**src/rtl/rst_seq_gen.sv**
```systemverilog
// Multi-channel reset sequencer: staggered channel release after power-up,
// software re-reset via req/ack, and a divided tick once the sequence is done.
module rst_seq_gen #(
   parameter int NUM_CH       = 4,
   parameter int CNT_W        = 8,
   parameter int RST_DELAY    = 30,
   parameter int RST_STEP     = 2,
   parameter int RST_DURATION = 2,
   parameter int DIV          = 4
) (
   input  logic              clk,
   input  logic              reset,
   input  logic              sw_rst_req,
   output logic              sw_rst_ack,
   output logic [NUM_CH-1:0] rst_n_out,
   output logic              seq_done,
   output logic              tick
);

   localparam int IDX_W = (NUM_CH > 1) ? $clog2(NUM_CH) : 1;
   localparam int CMAX  = (CNT_W >= 1 && CNT_W <= 30) ? (1 << CNT_W) - 1 : 0;

   if (NUM_CH < 1) begin : g_bad_ch
      $error("rst_seq_gen: NUM_CH must be >= 1");
   end
   if (CNT_W < 1 || CNT_W > 30) begin : g_bad_w
      $error("rst_seq_gen: CNT_W out of range");
   end
   if (RST_DELAY < 1 || RST_DELAY > CMAX) begin : g_bad_dly
      $error("rst_seq_gen: RST_DELAY invalid for CNT_W");
   end
   if (RST_STEP < 1 || RST_STEP > CMAX) begin : g_bad_stp
      $error("rst_seq_gen: RST_STEP invalid for CNT_W");
   end
   if (RST_DURATION < 1 || RST_DURATION > CMAX) begin : g_bad_dur
      $error("rst_seq_gen: RST_DURATION invalid for CNT_W");
   end
   if (DIV < 1 || DIV > CMAX) begin : g_bad_div
      $error("rst_seq_gen: DIV invalid for CNT_W");
   end

   // Terminal counts: counters start at 0 on the edge after the reference edge.
   localparam logic [CNT_W-1:0] DLY_T = CNT_W'(RST_DELAY - 1);
   localparam logic [CNT_W-1:0] STP_T = CNT_W'(RST_STEP - 1);
   localparam logic [CNT_W-1:0] DUR_T = CNT_W'(RST_DURATION - 1);
   localparam logic [CNT_W-1:0] DIV_T = CNT_W'(DIV - 1);
   localparam logic [IDX_W-1:0] LAST  = IDX_W'(NUM_CH - 1);
   localparam logic [IDX_W-1:0] ONE   = IDX_W'(1);

   typedef enum logic [1:0] {
      HOLD,
      STAGE,
      RUN,
      SWRST
   } state_t;

   state_t             state_q, state_d;
   logic [CNT_W-1:0]   cnt_q, cnt_d;
   logic [CNT_W-1:0]   tcnt_q, tcnt_d;
   logic [IDX_W-1:0]   idx_q, idx_d;
   logic               rel;
   logic [IDX_W-1:0]   rel_ch;
   logic               accept;
   logic [NUM_CH-1:0]  rst_d;
   logic               done_d;
   logic               tick_d;
   logic               ack_d;

   always_ff @(posedge clk) begin
      if (!reset) begin
         state_q    <= HOLD;
         cnt_q      <= '0;
         tcnt_q     <= '0;
         idx_q      <= '0;
         rst_n_out  <= '0;
         seq_done   <= 1'b0;
         tick       <= 1'b0;
         sw_rst_ack <= 1'b0;
      end else begin
         state_q    <= state_d;
         cnt_q      <= cnt_d;
         tcnt_q     <= tcnt_d;
         idx_q      <= idx_d;
         rst_n_out  <= rst_d;
         seq_done   <= done_d;
         tick       <= tick_d;
         sw_rst_ack <= ack_d;
      end
   end

   always_comb begin
      state_d = state_q;
      cnt_d   = cnt_q;
      tcnt_d  = '0;
      idx_d   = idx_q;
      rel     = 1'b0;
      rel_ch  = '0;
      accept  = 1'b0;
      unique case (state_q)
         HOLD, SWRST: begin
            if (cnt_q == ((state_q == HOLD) ? DLY_T : DUR_T)) begin
               rel     = 1'b1;
               cnt_d   = '0;
               idx_d   = ONE;
               state_d = (NUM_CH == 1) ? RUN : STAGE;
            end else begin
               cnt_d = cnt_q + 1'b1;
            end
         end
         STAGE: begin
            if (cnt_q == STP_T) begin
               rel    = 1'b1;
               rel_ch = idx_q;
               cnt_d  = '0;
               if (idx_q == LAST) begin
                  state_d = RUN;
               end else begin
                  idx_d = idx_q + 1'b1;
               end
            end else begin
               cnt_d = cnt_q + 1'b1;
            end
         end
         RUN: begin
            if (sw_rst_req) begin
               accept  = 1'b1;
               cnt_d   = '0;
               state_d = SWRST;
            end else if (tcnt_q != DIV_T) begin
               tcnt_d = tcnt_q + 1'b1;
            end
         end
         default: state_d = HOLD;
      endcase
   end

   always_comb begin
      rst_d  = rst_n_out;
      done_d = seq_done;
      tick_d = 1'b0;
      ack_d  = 1'b0;
      if (rel) begin
         rst_d[rel_ch] = 1'b1;
      end
      if (rel && state_d == RUN) begin
         done_d = 1'b1;
      end
      if (state_q == RUN && !accept && tcnt_q == DIV_T) begin
         tick_d = 1'b1;
      end
      if (accept) begin
         rst_d  = '0;
         done_d = 1'b0;
         ack_d  = 1'b1;
      end
   end

endmodule
```
**config.mk**
```make
export PLATFORM = sky130hd
export DESIGN_NAME = rst_seq_gen
export DESIGN_NICKNAME = d
export VERILOG_FILES = /design/src/rtl/rst_seq_gen.sv
export SDC_FILE = /design/constraint.sdc
export NUM_CORES = 1
export LEC_CHECK = 0
export BUFFER_PORTS_ARGS = -buffer_cell sky130_fd_sc_hd__buf_2
export CORE_ASPECT_RATIO = 0.6
export CORE_MARGIN = 4
export CORE_UTILIZATION = 50
export DETAILED_ROUTE_END_ITERATION = 10
export MAX_ROUTING_LAYER = met4
export PLACE_DENSITY = 0.76
export SLEW_MARGIN = 0
export SYNTH_ARGS = -nofsm -noshare
export SYNTH_HDL_FRONTEND = slang
export SYNTH_SLANG_ARGS = --single-unit
```
**constraint.sdc**
```tcl
create_clock -name clk -period 2.2 [get_ports clk]
set_input_delay 0.22 -clock clk [delete_from_list [all_inputs] [get_ports clk]]
set_output_delay 0.22 -clock clk [all_outputs]
set_load 0.03 [all_outputs]
```
==> summary.md <==
| Metric | Value |
|---|---|
| Largest net degree at the start of global routing | 15 |
| Clk slew on worst S/H paths | 90 ps |
| Clock buffers created by TritonCTS | 3 |
| Peak supply drop | 370.5 uV |
| Slew headroom | 0.6500 |
| RD Place Congestion | 0.8636 |
| Part of the cycle the worst path needs | 0.8995 |
| Finished Core Util | 0.6105 |
| Num Clock Sinks | 27 |
| Pre-Repair DR Iteration Count | 4 |
| Port bufs | 9 |
| Syn_nets | 155 |
| CTS tree | built |
| Final Max Slew Viols | 0 |
| Finished Cell Area | 1400 sq um |
| Row cnt | 13 |
| Die H | 47.08 microns |
| Synth area leader | dfxtp_1 |
| Horiz. Die Dim | 73.13 microns |
| DR iter-0 viols | 76 |
| Antenna cells | 0 |
| Asr flop ratio synth | 0 |
| Critical path type | reg2reg |
| Hold WS | 250.6 ps |
| Worst skew pair latency | 270 ps |
| Layout area overhead | 10.03% |
| Post-synthesis register bit count | 27 |
| First-pass GRT wire length | 4160 microns |
| # DRC | 0 |
| Post-CTS Resized | 0 |
| Die area | 3442 sq um |
| Top post-synthesis cells by area | dfxtp_1, nor2_1, ha_1 |
| Share of layout cells above drive strength 1 | 0.1338 |
| Post-synthesis cell count | 144 |
| Final HPWL DP | 1909 microns |
| WL per Instance | 13.56 microns |
| RSZ-0062 raised after global routing | no |
| CP Launch Type | register |
| Max-cap check violation count | 0 |
| Slew @ Worst Pin | 523.6 ps |
| CTS Buffer Depth | 2 |
| Setup Buffers After CTS | 0 |
| Max Freq | 0.5053 GHz |
| # nets final | 169 |
| Total power | 0.8160 mW |
| Path type of the worst min-delay path | in2reg |
| Synthesized area | 1272 sq um |
| Vias in the first global route | 960 |
| Htree depth | 1 |
| Min Tclk post-route | 1979 ps |
| Vias per Instance | 5.465 |
| PD cells | 582.8 nW/um^2 |
| Crit path required time | 2350 ps |
| Synth cell types | 34 |
| Finish-stage setup viols | 0 |
| GRT overflow | 0 |
| ANT nets after route | 0 |
| DP Area | 1355 sq um |
| Core footprint | 2293 sq um |
| CTS Root Cell | clkbuf_8 |
| Syn avg cell area | 8.837 sq um |
| Pleak | 0.5657 nW |
| Gr usage total | 0.1636 |
| CP max FO | 7 |
| Post-synth EDFFs | 0 |
| Num ports | 10 |
| Synth top area share | 0.4248 |
| Initial antenna violation count | 0 |
| Hold Violations, Final | 0 |
| CP endpoint kind | register |
| Main synth FF type | dfxtp_1 |
| Starting Density | 0.5548 |
| Skew final | 5.228 ps |
| Status | completed |
| Yosys warns | 0 |
| Register area share after synthesis | 0.4248 |
| TNS Setup | 0 ps |
| Via Count | 1022 |
| CP arrival | 2130 ps |
| Final wirelength | 2535 microns |
| Post-CTS Hold Buffers | 0 |
==> per-layer routing <==
| layer | global-route usage | vias up | share of wire |
|---|---|---|---|
| met3 | 0.04487 | 0 | 0.053 |
| met5 | - | - | 0 |
| met2 | 0.2753 | 27 | 0.45 |
| li1 | - | 523 | - |
| met4 | 0.02574 | 0 | 0 |
| met1 | 0.2026 | 472 | 0.50 |
==> cell families after synthesis <==
family,count (synthesis),share of synthesized area
AND/OR/NAND/NOR,66,0.2635
adder cells (fa/ha/maj),8,0.07867
XOR/XNOR,13,0.08948
AO/OA/AOI/OAI,21,0.1121
flip-flops,27,0.4248
buffers and inverters,8,0.02360
multiplexers,1,0.007867
==> critical path, stage by stage (launching register included) <==
cell	delay, ps
dfxtp_1	420
inv_1	90
ha_1	200
or4_4	430
a21oi_1	210
o21ai_1	120
o21ai_2	300
nor2_1	90
==> area by class of cell <==
| type | instances | area (sq um) |
|---|---|---|
| Multi-Input combinational cell | 109 | 701.9 |
| Timing Repair Buffer | 9 | 45.04 |
| Fill cell | 199 | 893.4 |
| Inverter | 8 | 30.03 |
| Clock buffer | 4 | 45.04 |
| Sequential cell | 27 | 540.5 |
| Tap cell | 30 | 37.54 |
==> flip-flops by register name, summed over array words and instances, names as in the netlist <==
signal      cells
sw_rst_ack      1
tick            1
cnt_q           8
tcnt_q          8
seq_done        1
state_q         2
idx_q           2
rst_n_out       4
==> cells in the final DEF (no fill, tap or decap), drive strengths merged, types with 5 or more instances in the layout <==
master / synthesis / layout
a31oi: 6 / 6
buf: 0 / 9
dfxtp: 27 / 27
ha: 8 / 8
inv: 8 / 8
nand2: 10 / 10
nand3: 8 / 8
nor2: 27 / 27
xnor2: 5 / 5
xor2: 8 / 8
==> cells in the mapped netlist, types with 3 or more instances <==
library cell and n:
xnor2_1 5, inv_1 8, nand2_1 10, nor2_1 27
xor2_1 8, a31oi_1 6, nand3_1 8, and3_1 3
nand4_1 4, a21oi_1 3, dfxtp_1 27, ha_1 8
==> power by group <==
| part | switching, mW | internal, mW |
|---|---|---|
| Sequential | 0.00761 | 0.494 |
| Clock | 0.145 | 0.130 |
| Combinational | 0.0237 | 0.0161 |
| Total | 0.177 | 0.639 |
==> through the flow <==
step,std cells,setup WS (ps)
floorplan,144,453.5
global placement,183,325.7
detailed placement,183,254.2
CTS,187,230.2
global route,187,52.81
finish,187,221.1
==> final timing paths <==
| check | slack, ps | cells after the start | from | endpoint |
|---|---|---|---|---|
| setup / recovery | 220 | 7 | state_q[1]$_SDFF_PN0_ | cnt_q[5]$_SDFFE_PN0P_ |
| hold / removal | 250 | 3 | sw_rst_req | sw_rst_ack$_SDFF_PN0_ |
| setup reg to reg | 220 | 7 | state_q[1]$_SDFF_PN0_ | cnt_q[5]$_SDFFE_PN0P_ |
| hold reg to reg | 470 | 1 | tcnt_q[0]$_SDFF_PP0_ | tcnt_q[0]$_SDFF_PP0_ |
(Power assumes the default switching activity.)
